## config.mk

```make
export PLATFORM = sky130hd
export DESIGN_NAME = ex_control_stage
export DESIGN_NICKNAME = d
export VERILOG_FILES = /design/src/rtl/ex_control_stage.sv
export SDC_FILE = /design/constraint.sdc
export NUM_CORES = 1
export LEC_CHECK = 0
export ABC_AREA = 1
export CAP_MARGIN = 20
export CORE_ASPECT_RATIO = 0.9
export CORE_MARGIN = 2
export CORE_UTILIZATION = 35
export DETAILED_ROUTE_END_ITERATION = 12
export SETUP_SLACK_MARGIN = 0.2
export SYNTH_ARGS = -nofsm -noshare
export SYNTH_HDL_FRONTEND = slang
export SYNTH_SLANG_ARGS = --single-unit
```

## constraint.sdc

```tcl
create_clock -name clk -period 1.8 [get_ports clk]
set_input_delay 0.27 -clock clk [delete_from_list [all_inputs] [get_ports clk]]
set_output_delay 0.27 -clock clk [all_outputs]
set_load 0.005 [all_outputs]
```

## src/rtl/ex_control_stage.sv

```systemverilog
// ID/EX control pipeline stage: valid/ready handshake over a two-entry skid buffer,
// with flush for branch redirects and a saturating back-pressure counter.
module ex_control_stage #(
   parameter int ALU_OP_WIDTH    = 7,
   parameter int ALU_FUNC3_WIDTH = 3,
   parameter int ALU_FUNC7_WIDTH = 7,
   parameter int CNT_WIDTH       = 16
) (
   input  logic                       clk,
   input  logic                       reset,
   input  logic                       flush,
   input  logic                       in_valid,
   output logic                       in_ready,
   input  logic                       alu_src_in,
   input  logic [ALU_OP_WIDTH-1:0]    alu_op_in,
   input  logic [ALU_FUNC3_WIDTH-1:0] alu_func3_in,
   input  logic [ALU_FUNC7_WIDTH-1:0] alu_func7_in,
   output logic                       out_valid,
   input  logic                       out_ready,
   output logic                       alu_src_out,
   output logic [ALU_OP_WIDTH-1:0]    alu_op_out,
   output logic [ALU_FUNC3_WIDTH-1:0] alu_func3_out,
   output logic [ALU_FUNC7_WIDTH-1:0] alu_func7_out,
   output logic [CNT_WIDTH-1:0]       stall_count
);

   localparam int PW = 1 + ALU_OP_WIDTH + ALU_FUNC3_WIDTH + ALU_FUNC7_WIDTH;

   typedef enum logic [1:0] {
      ST_EMPTY = 2'd0,
      ST_BUSY  = 2'd1,
      ST_FULL  = 2'd2
   } state_t;

   state_t               state_q, state_d;
   logic [PW-1:0]        main_q, main_d;
   logic [PW-1:0]        skid_q, skid_d;
   logic                 in_ready_q, in_ready_d;
   logic [CNT_WIDTH-1:0] stall_count_q, stall_count_d;
   logic [PW-1:0]        in_bundle;
   logic                 in_fire;
   logic                 out_fire;

   assign in_bundle = {alu_src_in, alu_op_in, alu_func3_in, alu_func7_in};
   assign out_valid = (state_q != ST_EMPTY);
   assign in_ready  = in_ready_q;
   assign in_fire   = in_valid & in_ready_q;
   assign out_fire  = out_valid & out_ready;

   assign {alu_src_out, alu_op_out, alu_func3_out, alu_func7_out} = main_q;
   assign stall_count = stall_count_q;

   // Flush outranks the handshake; any bundle offered in the flush cycle is dropped.
   always_comb begin
      state_d = state_q;
      main_d  = main_q;
      skid_d  = skid_q;
      if (flush) begin
         state_d = ST_EMPTY;
         main_d  = '0;
         skid_d  = '0;
      end else begin
         unique case (state_q)
            ST_EMPTY: begin
               if (in_fire) begin
                  main_d  = in_bundle;
                  state_d = ST_BUSY;
               end
            end
            ST_BUSY: begin
               if (in_fire && out_fire) begin
                  main_d = in_bundle;
               end else if (in_fire) begin
                  skid_d  = in_bundle;
                  state_d = ST_FULL;
               end else if (out_fire) begin
                  state_d = ST_EMPTY;
               end
            end
            ST_FULL: begin
               if (out_fire) begin
                  main_d  = skid_q;
                  state_d = ST_BUSY;
               end
            end
            default: begin
               state_d = ST_EMPTY;
            end
         endcase
      end
   end

   // Registering ready from the next state keeps out_ready off the in_ready path.
   always_comb begin
      in_ready_d    = (state_d != ST_FULL);
      stall_count_d = stall_count_q;
      if (out_valid && !out_ready && (stall_count_q != {CNT_WIDTH{1'b1}})) begin
         stall_count_d = stall_count_q + CNT_WIDTH'(1);
      end
   end

   always_ff @(posedge clk) begin
      if (!reset) begin
         state_q       <= ST_EMPTY;
         main_q        <= '0;
         skid_q        <= '0;
         in_ready_q    <= 1'b1;
         stall_count_q <= '0;
      end else begin
         state_q       <= state_d;
         main_q        <= main_d;
         skid_q        <= skid_d;
         in_ready_q    <= in_ready_d;
         stall_count_q <= stall_count_d;
      end
   end

endmodule

```

[Word-level counts from Yosys, hierarchy flattened]
Cells that the tools add are included.
Storage, ports and cells
  bits in registers: 55
  latch bits: 0
  memory bits (writable): 0
  bits in read-only memories: 0
  input bits: 23
  output and inout bits: 36
  logic and storage cells: 38
  memories kept: 0
Cells by class
  add/sub/neg operators: 1
  multiply operators: 0
  div/mod/pow operators: 0
  $lt $le $gt $ge: 0
  equality and inequality tests: 7
  shifts and indexed selects: 0
  mux-type cells: 11
  bitwise logic cells: 4
  reductions and logical operators: 10
Operators with widths (count)
  two-way mux 18 bit: 3
  one-hot mux 18 bit (3 select lines): 1
  adder 16 x 1 -> 16 bit (second input constant): 1
  != test 16 bit (second input constant): 1
  two-way mux 2 bit: 6
  != test 2 bit (second input constant): 4
  one-hot mux 2 bit (3 select lines): 1
  AND reduction 4 bit: 1
  logical AND 1 bit: 3
  AND reduction 3 bit: 1
  nonzero test 3 bit: 1
  bitwise AND 1 bit: 2
  equality test 2 x 1 -> 1 bit (second input constant): 1
  equality test 2 bit (second input constant): 1
  zero test 2 bit: 1
  inverter 1 bit: 2
  nonzero test 2 bit: 1
  OR reduction 2 bit: 1
  zero test 1 bit: 1

[Depth between registers and ports, before layout]
Gate-level depths: netlist (run 1).
  depth after elaboration: 8
  mapped depth: 10
  depth with buffers taken out: 10

[Worst setup path before layout (run 1)]
OpenSTA, ideal clock, no wires.
  path kind: register -> register
  start point: register stall_count_q[0] (netlist: stall_count[0])
  end point: register stall_count_q[11] (netlist: stall_count[11])
  setup time: 132 ps
  data arrival time: 1271 ps
  data required time: 1668 ps
  setup slack: 397 ps
  stages on the path, launching flop included: 10
  path buffers: 1
  period minus slack after synthesis: 1403 ps
  path through: dfxtp_1 -> ha_1 -> nand2_1 -> nor2_1 -> nand2_1 -> nor2_1 -> nor2_2 -> buf_2 -> nand2_1 -> a21oi_1
Between the ends
  word-level cells in the longest chain between the ends: 2
  elaborated cells between the ends (all ways): 3
  classes of those cells: add/sub: 1; eq/ne: 1; reduce/logical: 1
RTL lines
  start, declared: RTL line 39  | logic [CNT_WIDTH-1:0] stall_count_q, stall_count_d;
  start signal, assigned: RTL line 114  | stall_count_q <= stall_count_d;
  branches (longest 2 deep; another with adder 16 x 1 -> 16 bit)
Parallel ways; which one is timed is not known.
A chain may end at the register's enable or synchronous reset.

[Final worst setup path (run 1)]
  start point: register stall_count_q[14] (netlist: stall_count[14])
  end point: output port stall_count[14]
RTL lines
  end, declared: RTL line 24  | output logic [CNT_WIDTH-1:0] stall_count
No word-level cell between the ends.

==> results of run 1 <==
-- layout make-up --
| class | instances | area, sq um | share of cell area |
|---|---|---|---|
| Clock buffer | 6 | 72.6 | 0.0208 |
| Multi-Input combinational cell | 258 | 1290 | 0.371 |
| Tap cell | 93 | 116 | 0.0334 |
| Timing Repair Buffer | 78 | 758 | 0.218 |
| Clock inverter | 2 | 38.8 | 0.0111 |
| Inverter | 24 | 92.6 | 0.0266 |
| Sequential cell | 55 | 1110 | 0.320 |
-- registers in the layout, summed over array words and instances, names as in the netlist --
name         flops
skid_q          18
stall_count     16
in_ready         1
state_q          2
main_q          18
-- cells by family after synthesis --
logic type | count (synthesis) | synth area share
XOR/XNOR | 5 | 0.0174
multiplexers | 17 | 0.0759
flip-flops | 55 | 0.437
adder cells (fa/ha/maj) | 1 | 0.00496
buffers and inverters | 37 | 0.0650
AO/OA/AOI/OAI | 55 | 0.114
AND/OR/NAND/NOR | 179 | 0.286
-- metrics by stage --
step                      worst slack, ps  instances  cell area, sq um  total power, mW  utilization
final                                 246        516              3490             2.36        0.498
after floorplan                       397        349              2520             1.40            -
after detailed placement              110        502              3280             1.54        0.469
after CTS                             201        512              3420             2.37        0.489
after global routing                  204        516              3490             2.45        0.498
after global placement                149        502              3280             1.54        0.469
-- how the worst max path moves through the flow --
stage | cells past startpoint | end | from
2_1_floorplan | 9 | stall_count[11] | stall_count[0]
3_3_place_gp | 9 | stall_count[7] | stall_count[1]
3_5_place_dp | 9 | stall_count[5] | stall_count[1]
4_1_cts | 9 | stall_count[14] | stall_count[1]
5_1_grt | 2 | stall_count[14] | stall_count[14]
6_report | 2 | stall_count[14] | stall_count[14]
-- report_power, final --
part	leakage [nW]	switching, mW	total, mW	internal, mW
sequential	0.451	0.0133	1.25	1.24
clock	0.0558	0.425	0.847	0.422
combinational	0.838	0.117	0.258	0.141
-- layer usage --
layer / track usage / up-vias / share of wire
met5: 0 / - / 0
met4: 0.0441 / 0 / 0.0074
met3: 0.0350 / 5 / 0.049
met2: 0.239 / 55 / 0.45
met1: 0.222 / 1091 / 0.49
li1: - / 1261 / -
-- critical path, stage by stage, from the launching register on --
cell	delay, ps
dfxtp_1	350
buf_4	130
clkdlybuf4s50_1	500
-- cell usage after synthesis, drive strengths merged --
cell / number
clkinv: 1
and3: 1
ha: 1
nand3b: 1
nand3: 14
clkbuf: 7
mux2: 17
nand2: 61
nor2: 98
dfxtp: 55
o21ai: 40
a21oi: 15
nor3: 1
buf: 6
nand4: 3
xnor2: 1
inv: 23
xor2: 4
-- what timing repair did --
| item | CTS | global route |
|---|---|---|
| cloned | 0 | 1 |
| resized for setup | 5 | 16 |
| buffers inserted | 2 | 3 |
| endpoints found under the setup margin | 12 | 20 |
| pin swaps | 0 | 2 |
==> impl_metrics.yaml, run 1 <==
run_status:
  status: "finished clean"
die:
  start_util: 0.360
  die_w_um: 93.5
  pin_count: 59
  dieArea_sq_mm: 0.00790
  row_count: 29
  fp.dieH_um: 84.5
  core_area_sq_mm: 0.00700
clock_network:
  root_buffer: "clkbuf_8"
  cts-buffers-inserted: 5
  cts_max_level: 2
  cts_tree: "yes"
  clock-sinks: 55
  cts.path.max_buffers: 2
  clock_latency_ps: 310
  ctsHoldBuffers: 0
  clk_pin_slew_worst_paths_ps: 110
layout:
  layout_commonest_cell: "nor2_1"
  drive_gt1_frac: 0.165
  final_cell_mix: "nor2_1, clkdlybuf4s50_1, nand2_1"
  area_delta_synth_final_pct: 38.3
  fillerInstances: 697
  fin_nets: 446
  diodes: 0
synth:
  ys_seq_area_frac: 0.437
  synth.area.top_cells: "dfxtp_1, nor2_1, nand2_1"
  yosysTopAreaCell: "dfxtp_1"
  yosys_warnings: 0
  synthCells: 349
  synth_area_sq_mm: 0.00252
  ys_seq_elements: 55
  synth_cell_types: 27
  synth_top_area_frac: 0.437
  syn_area_per_cell_sq_um: 7.22
  syn_nets: 373
sta:
  fin_crit_ps: 1550
  worst_pin_slew_ps: 245
  max_clock_freq_mhz: 644
  finalSetupViolations: 0
  fin_skew_ps: 13.1
  period_share: 0.863
  holdWs_ps: 460
  hold_violations: 0
  rsz0062_at_grt: "false"
  drv_slew: 0
  slew_headroom: 0.837
  timing.setup.tns_ps: 0
job:
  drv_cap: 0
routing:
  firstDrtPassIters: 4
  drc: 0
  drt_iter0_markers: 69
  ant_nets: 0
  via_per_inst: 4.67
  wl_per_cell_um: 12.1
  drt-total-wl_um: 6240
  vias: 2412
placement:
  place_hpwl_um: 4310
  gp_congestion: 0.810
  port_buffers: 58
setup_path:
  setup.worst_path.end_class: "primary output"
  rr_endpoint: "stall_count[6]"
  crit_arrival_ps: 1280
  r2r_start: "stall_count[1]"
  crit_fanout: 4
  startpoint_type: "register"
  rrSetupSlack_ps: 320
  crit_required_ps: 1530
  path_class: "reg -> out"
  r2r.worst_path.cells: 9
grt:
  grt_start_max_net_pins: 38
  antenna_found_initial: 0
  grt-ovfl-total: 0
  track_usage: 0.156
  grt_pass1_wl_um: 10000
  grt_pass1_vias: 2164
hold_path:
  hold_depth: 2
  hold_end: "skid_q[8]"
  holdCritPathClass: "reg -> reg"
  hold_start: "skid_q[8]"
power:
  power_density_mw_per_mm2: 677
  vdd_ir_drop_max_v: 0.000385
  p_leak_nw: 1.34
Note: power is estimated with default switching activity, not from simulation.
==> run 2: changes to the inputs <==
==> constraint.sdc (replaced) <==
create_clock -name clk -period 1.8 [get_ports clk]
set_input_delay 0.27 -clock clk [delete_from_list [all_inputs] [get_ports clk]]
set_output_delay 0.27 -clock clk [all_outputs]
set_load 0.02 [all_outputs]
==> run 2 against run 1 <==
Sequential share of layout area increased by 0.45 points; total power decreased by 3.8%; largest power group unchanged; worst setup slack got worse by 6.2 ps; final cell count decreased by 1.2%; cell area decreased by 2.3%; global-route usage increased by 0.45 points.
==> impl_metrics.yaml, run 2 (same netlist as run 1, synthesis figures left out) <==
routing:
  via_per_inst: 4.71
  firstDrtPassIters: 6
  drt_iter0_markers: 110
  drt-total-wl_um: 6220
  ant_nets: 0
  wl_per_cell_um: 12.2
  vias: 2402
  drc: 0
grt:
  antenna_found_initial: 0
  track_usage: 0.161
  grt_start_max_net_pins: 38
  grt_pass1_vias: 2178
  grt-ovfl-total: 0
  grt_pass1_wl_um: 10300
clock_network:
  cts.path.max_buffers: 2
  clk_pin_slew_worst_paths_ps: 100
  clock-sinks: 55
  cts-buffers-inserted: 5
  cts_max_level: 2
  root_buffer: "clkbuf_8"
  cts_setup_buffers: 0
  cts_tree: "yes"
  clock_latency_ps: 320
power:
  power_mw: 2.27
  vdd_ir_drop_max_v: 0.000399
  power_density_mw_per_mm2: 666
  p_leak_nw: 1.46
placement:
  gp_congestion: 0.804
  place_hpwl_um: 4280
  port_buffers: 58
sta:
  timing.setup.tns_ps: 0
  max_clock_freq_mhz: 641
  fin_skew_ps: 9.43
  period_share: 0.867
  finalSetupViolations: 0
  slew_headroom: 0.832
  drv_slew: 0
  rsz0062_at_grt: "true"
  fin_crit_ps: 1560
  hold_violations: 0
  worst_pin_slew_ps: 251
layout:
  area_delta_synth_final_pct: 35.1
  diodes: 0
  drive_gt1_frac: 0.139
  finish.utilization: 0.487
  layout_commonest_cell: "nor2_1"
  final_cell_mix: "nor2_1, nand2_1, dfxtp_1"
  fin_nets: 440
setup_path:
  startpoint_type: "register"
  rr_endpoint: "stall_count[0]"
  setup.worst_path.end_class: "primary output"
  r2r.worst_path.cells: 9
  crit_family: "buffers and inverters"
  crit_required_ps: 1530
  rrSetupSlack_ps: 340
  crit_arrival_ps: 1290
  r2r_start: "stall_count[1]"
  cp.depth: 1
  crit_fanout: 2
  cp_num_buf_inv: 1
  worst_path_largest_cell_delay_ps: 620
  path_class: "reg -> out"
  crit_start: "main_q[2]"
  crit_slowest_cell: "clkdlybuf4s50_1"
  cp-endpoint: "alu_func7_out[2]"
  path_cells: "clkdlybuf4s50_1"
run_status:
  status: "finished clean"
die:
  dieArea_sq_mm: 0.00790
  pin_count: 59
  die_w_um: 93.5
  core_area_sq_mm: 0.00700
  start_util: 0.360
  fp.dieH_um: 84.5
  row_count: 29
hold_path:
  holdCritPathClass: "reg -> reg"
job:
  drv_cap: 0
## run 2: changes by cell type in the layout (fill, tap and decap cells not counted), sizes merged, moves of 5 or more
cell           before  now
clkdlybuf4s50      57   36
dlygate4sd2         0   16
buf                20   14
dlymetal6s2s        1    6
## run 2: power by group
part           switching [mW]  internal (mW)
logic                   0.141          0.136
clock network           0.420          0.317
registers              0.0144           1.24
total                   0.576           1.69
## run 2: repair_timing
action                     CTS  global route
setup endpoints to repair   27            20
pin swaps                    0             2
hold endpoints to repair     0             0
gates cloned                 0             1
hold buffers                 0             0
resized for setup           18            17
## run 2: stage by stage
step	area (sq um)	cells	hold WS [ps]	setup WS, ps
floorplan	2520	349	375	258
global placement	3280	501	440	146
detailed placement	3280	501	446	118
CTS	3360	509	462	200
global route	3410	510	491	179
finish	3410	510	468	240
## run 2: how the worst min path moves through the flow
| stage | start | end | slack [ps] | cells after the start |
|---|---|---|---|---|
| after global placement | skid_q[8] | skid_q[8] | 440 | 2 |
| after CTS | skid_q[8] | skid_q[8] | 460 | 2 |
| after detailed placement | skid_q[8] | skid_q[8] | 450 | 2 |
| after global routing | skid_q[8] | skid_q[8] | 490 | 2 |
| after floorplan | reset | in_ready | 380 | 1 |
| final | skid_q[8] | skid_q[8] | 470 | 2 |
## run 2: routing by layer
metal  up-vias  track usage  wire, um
met4         0       0.0588       125
met5         -            0         0
met3        12       0.0341       256
met1      1091        0.225      3200
met2        51        0.244      2650
li1       1248            -         -
## run 2: cell type report
| class | instances | area (sq um) |
|---|---|---|
| multi-input cells | 258 | 1290 |
| clock inverters | 1 | 8.76 |
| flip-flops and latches | 55 | 1100 |
| clock buffers | 7 | 86.3 |
| inverters | 24 | 92.6 |
| repair buffers | 72 | 706 |
| well taps | 93 | 116 |
| fillers | 710 | 3600 |
